===== config.mk =====
export PLATFORM = sky130hd
export DESIGN_NAME = cmos_frame_capture_ctrl
export DESIGN_NICKNAME = d
export VERILOG_FILES = /design/src/rtl/cmos_cap_pkg.sv /design/src/rtl/cmos_bank_arbiter.sv /design/src/rtl/cmos_frame_capture_ctrl.sv
export SDC_FILE = /design/constraint.sdc
export NUM_CORES = 1
export LEC_CHECK = 0
export BUFFER_PORTS_ARGS = -buffer_cell sky130_fd_sc_hd__buf_2
export CORE_ASPECT_RATIO = 0.8
export CORE_MARGIN = 2
export CORE_UTILIZATION = 56
export CTS_CLUSTER_DIAMETER = 40
export DETAILED_ROUTE_END_ITERATION = 8
export PLACE_DENSITY_LB_ADDON = 0.25
export SLEW_MARGIN = 20
export SYNTH_ARGS = -nofsm -noshare
export SYNTH_HDL_FRONTEND = slang
export SYNTH_SLANG_ARGS = --single-unit

===== constraint.sdc =====
create_clock -name cmos_pclk -period 2.4 [get_ports cmos_pclk]
set_input_delay 0 -clock cmos_pclk [delete_from_list [all_inputs] [get_ports cmos_pclk]]
set_output_delay 0 -clock cmos_pclk [all_outputs]
set_load 0.005 [all_outputs]

===== src/rtl/cmos_cap_pkg.sv =====
// Shared types and helpers for the CMOS frame capture controller.
package cmos_cap_pkg;

    typedef enum logic [2:0] {
        StIdle,
        StSkip,
        StArmed,
        StCapture,
        StDone
    } cap_state_e;

    localparam int unsigned DEF_H_PIXELS     = 640;
    localparam int unsigned DEF_V_LINES      = 480;

    function automatic int unsigned frame_pixels(input int unsigned h, input int unsigned v);
        return h * v;
    endfunction

    localparam int unsigned DEF_FRAME_PIXELS = frame_pixels(DEF_H_PIXELS, DEF_V_LINES);

endpackage


===== src/rtl/cmos_bank_arbiter.sv =====
// Ping-pong bank ownership: per-bank full flags and the bank currently being written.
module cmos_bank_arbiter (
    input  logic       cmos_pclk,
    input  logic       rst_n,
    input  logic       commit,
    input  logic       toggle,
    input  logic       rd_release,
    input  logic       rd_bank,
    output logic       wr_bank,
    output logic [1:0] bank_full
);

    logic       wr_bank_q, wr_bank_d;
    logic [1:0] full_q, full_d;

    always_comb begin
        full_d = full_q;
        // Release first so a commit to the same bank overrides it.
        if (rd_release) begin
            full_d[rd_bank] = 1'b0;
        end
        if (commit) begin
            full_d[wr_bank_q] = 1'b1;
        end
        wr_bank_d = wr_bank_q ^ (commit | toggle);
    end

    always_ff @(posedge cmos_pclk or negedge rst_n) begin
        if (!rst_n) begin
            full_q    <= 2'b00;
            wr_bank_q <= 1'b0;
        end else begin
            full_q    <= full_d;
            wr_bank_q <= wr_bank_d;
        end
    end

    assign wr_bank   = wr_bank_q;
    assign bank_full = full_q;

endmodule


===== src/rtl/cmos_frame_capture_ctrl.sv =====
// Sequences whole-frame capture from the CMOS front-end into a two-bank frame buffer.
module cmos_frame_capture_ctrl
    import cmos_cap_pkg::*;
#(
    parameter int unsigned H_PIXELS      = DEF_H_PIXELS,
    parameter int unsigned V_LINES       = DEF_V_LINES,
    parameter int unsigned ADDR_W        = 19,
    parameter int unsigned FRAME_WAITCNT = 10
) (
    input  logic              cmos_pclk,
    input  logic              rst_n,
    input  logic              cfg_done,
    input  logic              cmos_frame_vsync,
    input  logic              cmos_frame_href,
    input  logic [7:0]        cmos_frame_data,
    input  logic              cap_mode,
    input  logic              cap_req,
    input  logic              rd_release,
    input  logic              rd_bank,
    output logic              wr_en,
    output logic              wr_bank,
    output logic [ADDR_W-1:0] wr_addr,
    output logic [7:0]        wr_data,
    output logic [1:0]        bank_full,
    output logic              frame_done,
    output logic              frame_err,
    output logic [7:0]        drop_cnt,
    output logic              busy
);

    localparam int unsigned     FRAME_PIX = frame_pixels(H_PIXELS, V_LINES);
    localparam logic [ADDR_W:0] FRAME_END = (ADDR_W + 1)'(FRAME_PIX);
    localparam int unsigned     SKIP_W    = $clog2(FRAME_WAITCNT + 1) + 1;
    localparam logic [SKIP_W-1:0] SKIP_LAST =
        (FRAME_WAITCNT == 0) ? '0 : SKIP_W'(FRAME_WAITCNT - 1);

    cap_state_e        state_q, state_d;
    logic              vsync_q;
    logic              vs_rise, vs_fall;
    logic [SKIP_W-1:0] skip_cnt_q;
    logic              req_q;
    logic [ADDR_W:0]   pix_cnt_q;
    logic              ovf_q;
    logic              wr_en_q;
    logic [ADDR_W-1:0] wr_addr_q;
    logic [7:0]        wr_data_q;
    logic              frame_done_q, frame_err_q;
    logic [7:0]        drop_cnt_q;

    logic start_cap, bank_toggle, drop;
    logic cap_wr, cap_ovf, frame_good, in_done, commit;

    assign vs_rise = cmos_frame_vsync & ~vsync_q;
    assign vs_fall = ~cmos_frame_vsync & vsync_q;

    always_comb begin
        state_d     = state_q;
        start_cap   = 1'b0;
        bank_toggle = 1'b0;
        drop        = 1'b0;
        if (!cfg_done) begin
            state_d = StIdle;
        end else begin
            unique case (state_q)
                StIdle:  state_d = StSkip;
                StSkip: begin
                    if (FRAME_WAITCNT == 0 || (vs_fall && skip_cnt_q == SKIP_LAST)) begin
                        state_d = StArmed;
                    end
                end
                StArmed: begin
                    // Only a rising vsync can start a frame; mid-frame arrival is ignored.
                    if (vs_rise && (!cap_mode || req_q)) begin
                        if (!bank_full[wr_bank]) begin
                            state_d   = StCapture;
                            start_cap = 1'b1;
                        end else if (!bank_full[~wr_bank]) begin
                            state_d     = StCapture;
                            start_cap   = 1'b1;
                            bank_toggle = 1'b1;
                        end else begin
                            drop = 1'b1;
                        end
                    end
                end
                StCapture: if (vs_fall) state_d = StDone;
                StDone:    state_d = StArmed;
                default:   state_d = StIdle;
            endcase
        end
    end

    assign cap_wr     = (state_q == StCapture) && cfg_done && cmos_frame_href &&
                        (pix_cnt_q != FRAME_END);
    assign cap_ovf    = (state_q == StCapture) && cfg_done && cmos_frame_href &&
                        (pix_cnt_q == FRAME_END);
    assign frame_good = (pix_cnt_q == FRAME_END) && !ovf_q;
    assign in_done    = (state_q == StDone) && cfg_done;
    assign commit     = in_done && frame_good;

    always_ff @(posedge cmos_pclk or negedge rst_n) begin
        if (!rst_n) begin
            state_q      <= StIdle;
            vsync_q      <= 1'b0;
            skip_cnt_q   <= '0;
            req_q        <= 1'b0;
            pix_cnt_q    <= '0;
            ovf_q        <= 1'b0;
            wr_en_q      <= 1'b0;
            wr_addr_q    <= '0;
            wr_data_q    <= 8'd0;
            frame_done_q <= 1'b0;
            frame_err_q  <= 1'b0;
            drop_cnt_q   <= 8'd0;
        end else begin
            state_q <= state_d;
            vsync_q <= cmos_frame_vsync;

            if (state_q != StSkip) begin
                skip_cnt_q <= '0;
            end else if (vs_fall) begin
                skip_cnt_q <= skip_cnt_q + SKIP_W'(1);
            end

            // A request coinciding with capture start is kept for the following frame.
            if (cap_req && cap_mode) begin
                req_q <= 1'b1;
            end else if (start_cap) begin
                req_q <= 1'b0;
            end

            if (cap_wr) begin
                pix_cnt_q <= pix_cnt_q + (ADDR_W + 1)'(1);
            end else if (state_q != StCapture) begin
                pix_cnt_q <= '0;
            end

            if (cap_ovf) begin
                ovf_q <= 1'b1;
            end else if (state_q != StCapture) begin
                ovf_q <= 1'b0;
            end

            wr_en_q <= cap_wr;
            if (cap_wr) begin
                wr_addr_q <= pix_cnt_q[ADDR_W-1:0];
                wr_data_q <= cmos_frame_data;
            end

            frame_done_q <= commit;
            frame_err_q  <= in_done && !frame_good;

            if (drop && drop_cnt_q != 8'hFF) begin
                drop_cnt_q <= drop_cnt_q + 8'd1;
            end
        end
    end

    cmos_bank_arbiter u_bank_arbiter (
        .cmos_pclk  (cmos_pclk),
        .rst_n      (rst_n),
        .commit     (commit),
        .toggle     (bank_toggle),
        .rd_release (rd_release),
        .rd_bank    (rd_bank),
        .wr_bank    (wr_bank),
        .bank_full  (bank_full)
    );

    assign wr_en      = wr_en_q;
    assign wr_addr    = wr_addr_q;
    assign wr_data    = wr_data_q;
    assign frame_done = frame_done_q;
    assign frame_err  = frame_err_q;
    assign drop_cnt   = drop_cnt_q;
    assign busy       = (state_q == StCapture);

endmodule

==> run_results.csv <==
group,metric,value,unit
detailed_routing,drc_errors,0,
timing,final.setup_skew,0.009201,ns
place,gp_congestion,0.9368,
timing,drv_slew,0,
flow_run,maxCapViolations,0,
synthesis,synthXorXnorAreaFrac,4.394,%
detailed_routing,drtPass1Iterations,4,
detailed_routing,routedWlPerCell,15.07,microns
synthesis,synth_compound_area_share,4.948,%
critical_path,cp.arrival,2.40,ns
global_route,grt_max_degree,28,
global_route,track_usage,22.37,%
detailed_routing,wl,6915,microns
synthesis,synth_fa_ha_area_share,1.846,%
status,status,"completed",
timing,worst_pin_slew,0.6392,ns
synthesis,netlist_area,3388,sq um
place,placedInstanceArea,3792,sq um
detailed_routing,drt_iter0_drc,137,
finish,multi_input_area,1499,sq um
timing,setup_violations,0,
power_and_ir_drop,powerDensity,583.9,nW/um^2
clocking,post_cts_resized,0,
die,start_util,57.62,%
power_and_ir_drop,leakagePower,0.002162,uW
synthesis,synth_top_cell_by_area,"dfrtp_1",
place,io_buffers,58,
power_and_ir_drop,finalPower,2450,uW
clocking,cts_tree,"built",
clocking,htreeDepth,3,
critical_path,startpoint,"pix_cnt_q[0]",
synthesis,synthMuxAreaShare,13.48,%
synthesis,yosys.area_share.simple,19.57,%
synthesis,ys.flop_type,"dfrtp_1",
global_route,gr-total-overflow,0,
synthesis,ys_seq_area_share,53.18,%
clocking,root_buffer,"clkbuf_8",
die,core,5881,sq um
clocking,worst_skew_pair.late_latency,0.35,ns
synthesis,avgSynthCellArea,11.76,sq um
timing,min_period_over_period,90.21,%
finish,syn2layout_area_growth,23.86,%
clocking,clock_path_buffers,2,
critical_path,worst_ep_required_time,2.64,ns
synthesis,async_flop_share,100.0,%
worst_hold_path,hp-class,"in2reg",
critical_path,critPathMaxFanout,10,
timing,rsz0062_at_grt,"false",
synthesis,syn_nets,310,
finish,final_area,4197,sq um
synthesis,netlist.area_leader.share,53.18,%
finish,nNetsFinal,395,
global_route,antenna_found_initial,0,
synthesis,syn_inst,288,
synthesis,synth_top_family_by_area,"simple AND/OR/NAND/NOR gates",
die,io_pins,59,
timing,slew_headroom,57.30,%
global_route,grt_pass1_wl,11610,microns
power_and_ir_drop,ir_worst_vdd,0.0004190,V
synthesis,synth_seq_cells,72,
detailed_routing,viasPerCell,5.440,
timing,finalHoldViolCount,0,
place,dp_hpwl,4822,microns
die,fp-row-count,25,
timing,min_period,2.165,ns
clocking,ctsHoldBuffers,16,
critical_path,worstReg2RegStart,"pix_cnt_q[0]",
critical_path,cp-start-kind,"register",
critical_path,r2r_end,"wr_addr[15]",
clocking,cts_buffers,9,
die,die-area,6692,sq um
global_route,grt_pass1_vias,2453,
die,die_h,73.57,microns
synthesis,synth_edf_count,0,
finish,drive_gt1_share,32.54,%
finish,fin_util,71.36,%
die,die_width,90.97,microns
critical_path,ff2ff_path_depth,7,
critical_path,crit_path_end_kind,"register",
timing,max_freq,461.9,MHz
synthesis,yosys-top-cells-area,"dfrtp_1, mux2_2, mux2_4, xor2_1, mux2i_1",
synthesis,yosys_warnings,0,
detailed_routing,vias,2497,
detailed_routing,antenna_left,0,
finish,antenna_cells,0,
finish,seqCellArea,1802,sq um
synthesis,ys_types,53,
critical_path,crit_type,"reg2reg",
critical_path,critPathCapture,"wr_addr[15]",
critical_path,regToRegSetupSlack,0.23,ns
finish,nFillCells,452,
clocking,cts_setup_buffers,0,
clocking,clk_pin_slew,0.08,ns
clocking,cts_sinks,72,
timing,tns,0,ns
layer usage:
| layer | wire length, microns | part of all wire (%) | up-vias | GRT usage [%] |
|---|---|---|---|---|
| met3 | 364 | 5.3 | 14 | 6.564 |
| met2 | 3112 | 45 | 71 | 33.50 |
| met1 | 3335 | 48 | 1207 | 31.28 |
| met4 | 103 | 1.5 | 0 | 8.586 |
| li1 | - | - | 1205 | - |
| met5 | 0 | 0 | - | 0 |
area by class of cell:
| type | instances | area share, % |
|---|---|---|
| Timing Repair Buffer | 82 | 12.16 |
| Clock buffer | 9 | 2.952 |
| Multi-Input combinational cell | 198 | 35.72 |
| Sequential cell | 72 | 42.93 |
| Inverter | 10 | 0.9541 |
| Tap cell | 81 | 2.415 |
| Clock inverter | 7 | 2.862 |
critical path, stage by stage, from the launching register on:
cell,delay [ns]
dfrtp_1,0.44
inv_1,0.10
ha_1,0.13
nor3b_1,0.31
nand2_1,0.18
o21ai_4,0.29
buf_4,0.25
mux2_2,0.35
flip-flops by register name (all words and copies together) (netlist names):
register and flops:
drop_cnt 8, frame_done 1, frame_err 1, ovf_q 1
pix_cnt_q 20, req_q 1, skip_cnt_q 5, state_q 3
u_bank_arbiter.bank_full 2, u_bank_arbiter.wr_bank 1, vsync_q 1, wr_addr 19
wr_data 8, wr_en 1
layout by cell type (no fill, tap or decap), drive strengths merged, types with 4 or more instances in the layout:
master and n:
dfrtp 72, buf 66, mux2 29, nand2 25, nor2 17, dlygate4sd3 16
nand4 15, xor2 13, nand3 11, mux2i 10, inv 10, clkbuf 9
nor4 9, o21ai 8, and3 6, and2 6, ha 5, a21oi 4
xnor2 4
cells in the mapped netlist (7+ instances only):
| cell type | count |
|---|---|
| nor4_1 | 7 |
| dfrtp_1 | 72 |
| xor2_1 | 13 |
| nand4_1 | 14 |
| inv_1 | 9 |
| nand3_1 | 9 |
| nor2_1 | 17 |
| nand2_1 | 25 |
| mux2i_1 | 10 |
| mux2_2 | 21 |
| o21ai_0 | 7 |
| mux2_4 | 8 |
report_power, final:
part,switching [uW],internal (uW),total (uW)
clock,445,691,1140
sequential,7.35,1220,1230
combinational,47.0,40.5,87.5
worst min-delay path by stage:
stage / startpoint / end / slack (ns) / depth (start not counted)
detailed placement: rst_n / skip_cnt_q[2] / 0.02 / 1
floorplan: rst_n / drop_cnt[0] / -0.30 / 0
global route: cap_mode / req_q / 0.21 / 5
CTS: cap_mode / req_q / 0.15 / 5
finish: cap_mode / req_q / 0.17 / 5
global placement: rst_n / skip_cnt_q[2] / 0.02 / 1
logic make-up (layout without fill, tap and decap cells):
| logic type | after synthesis | in the layout |
|---|---|---|
| fa+ha+maj | 5 | 5 |
| buf+inv | 18 | 108 |
| xor+xnor | 17 | 17 |
| compound gates | 24 | 24 |
| simple gates | 113 | 113 |
| mux | 39 | 39 |
| flops | 72 | 72 |
stage by stage:
stage	hold WS [ns]	setup slack (ns)	instances
floorplan	-0.2956	0.5575	288
global placement	0.02491	0.3638	427
detailed placement	0.02302	0.2701	427
CTS	0.1492	0.2578	459
global route	0.2099	0.1046	459
finish	0.1679	0.2349	459
(Power assumes the default switching activity.)
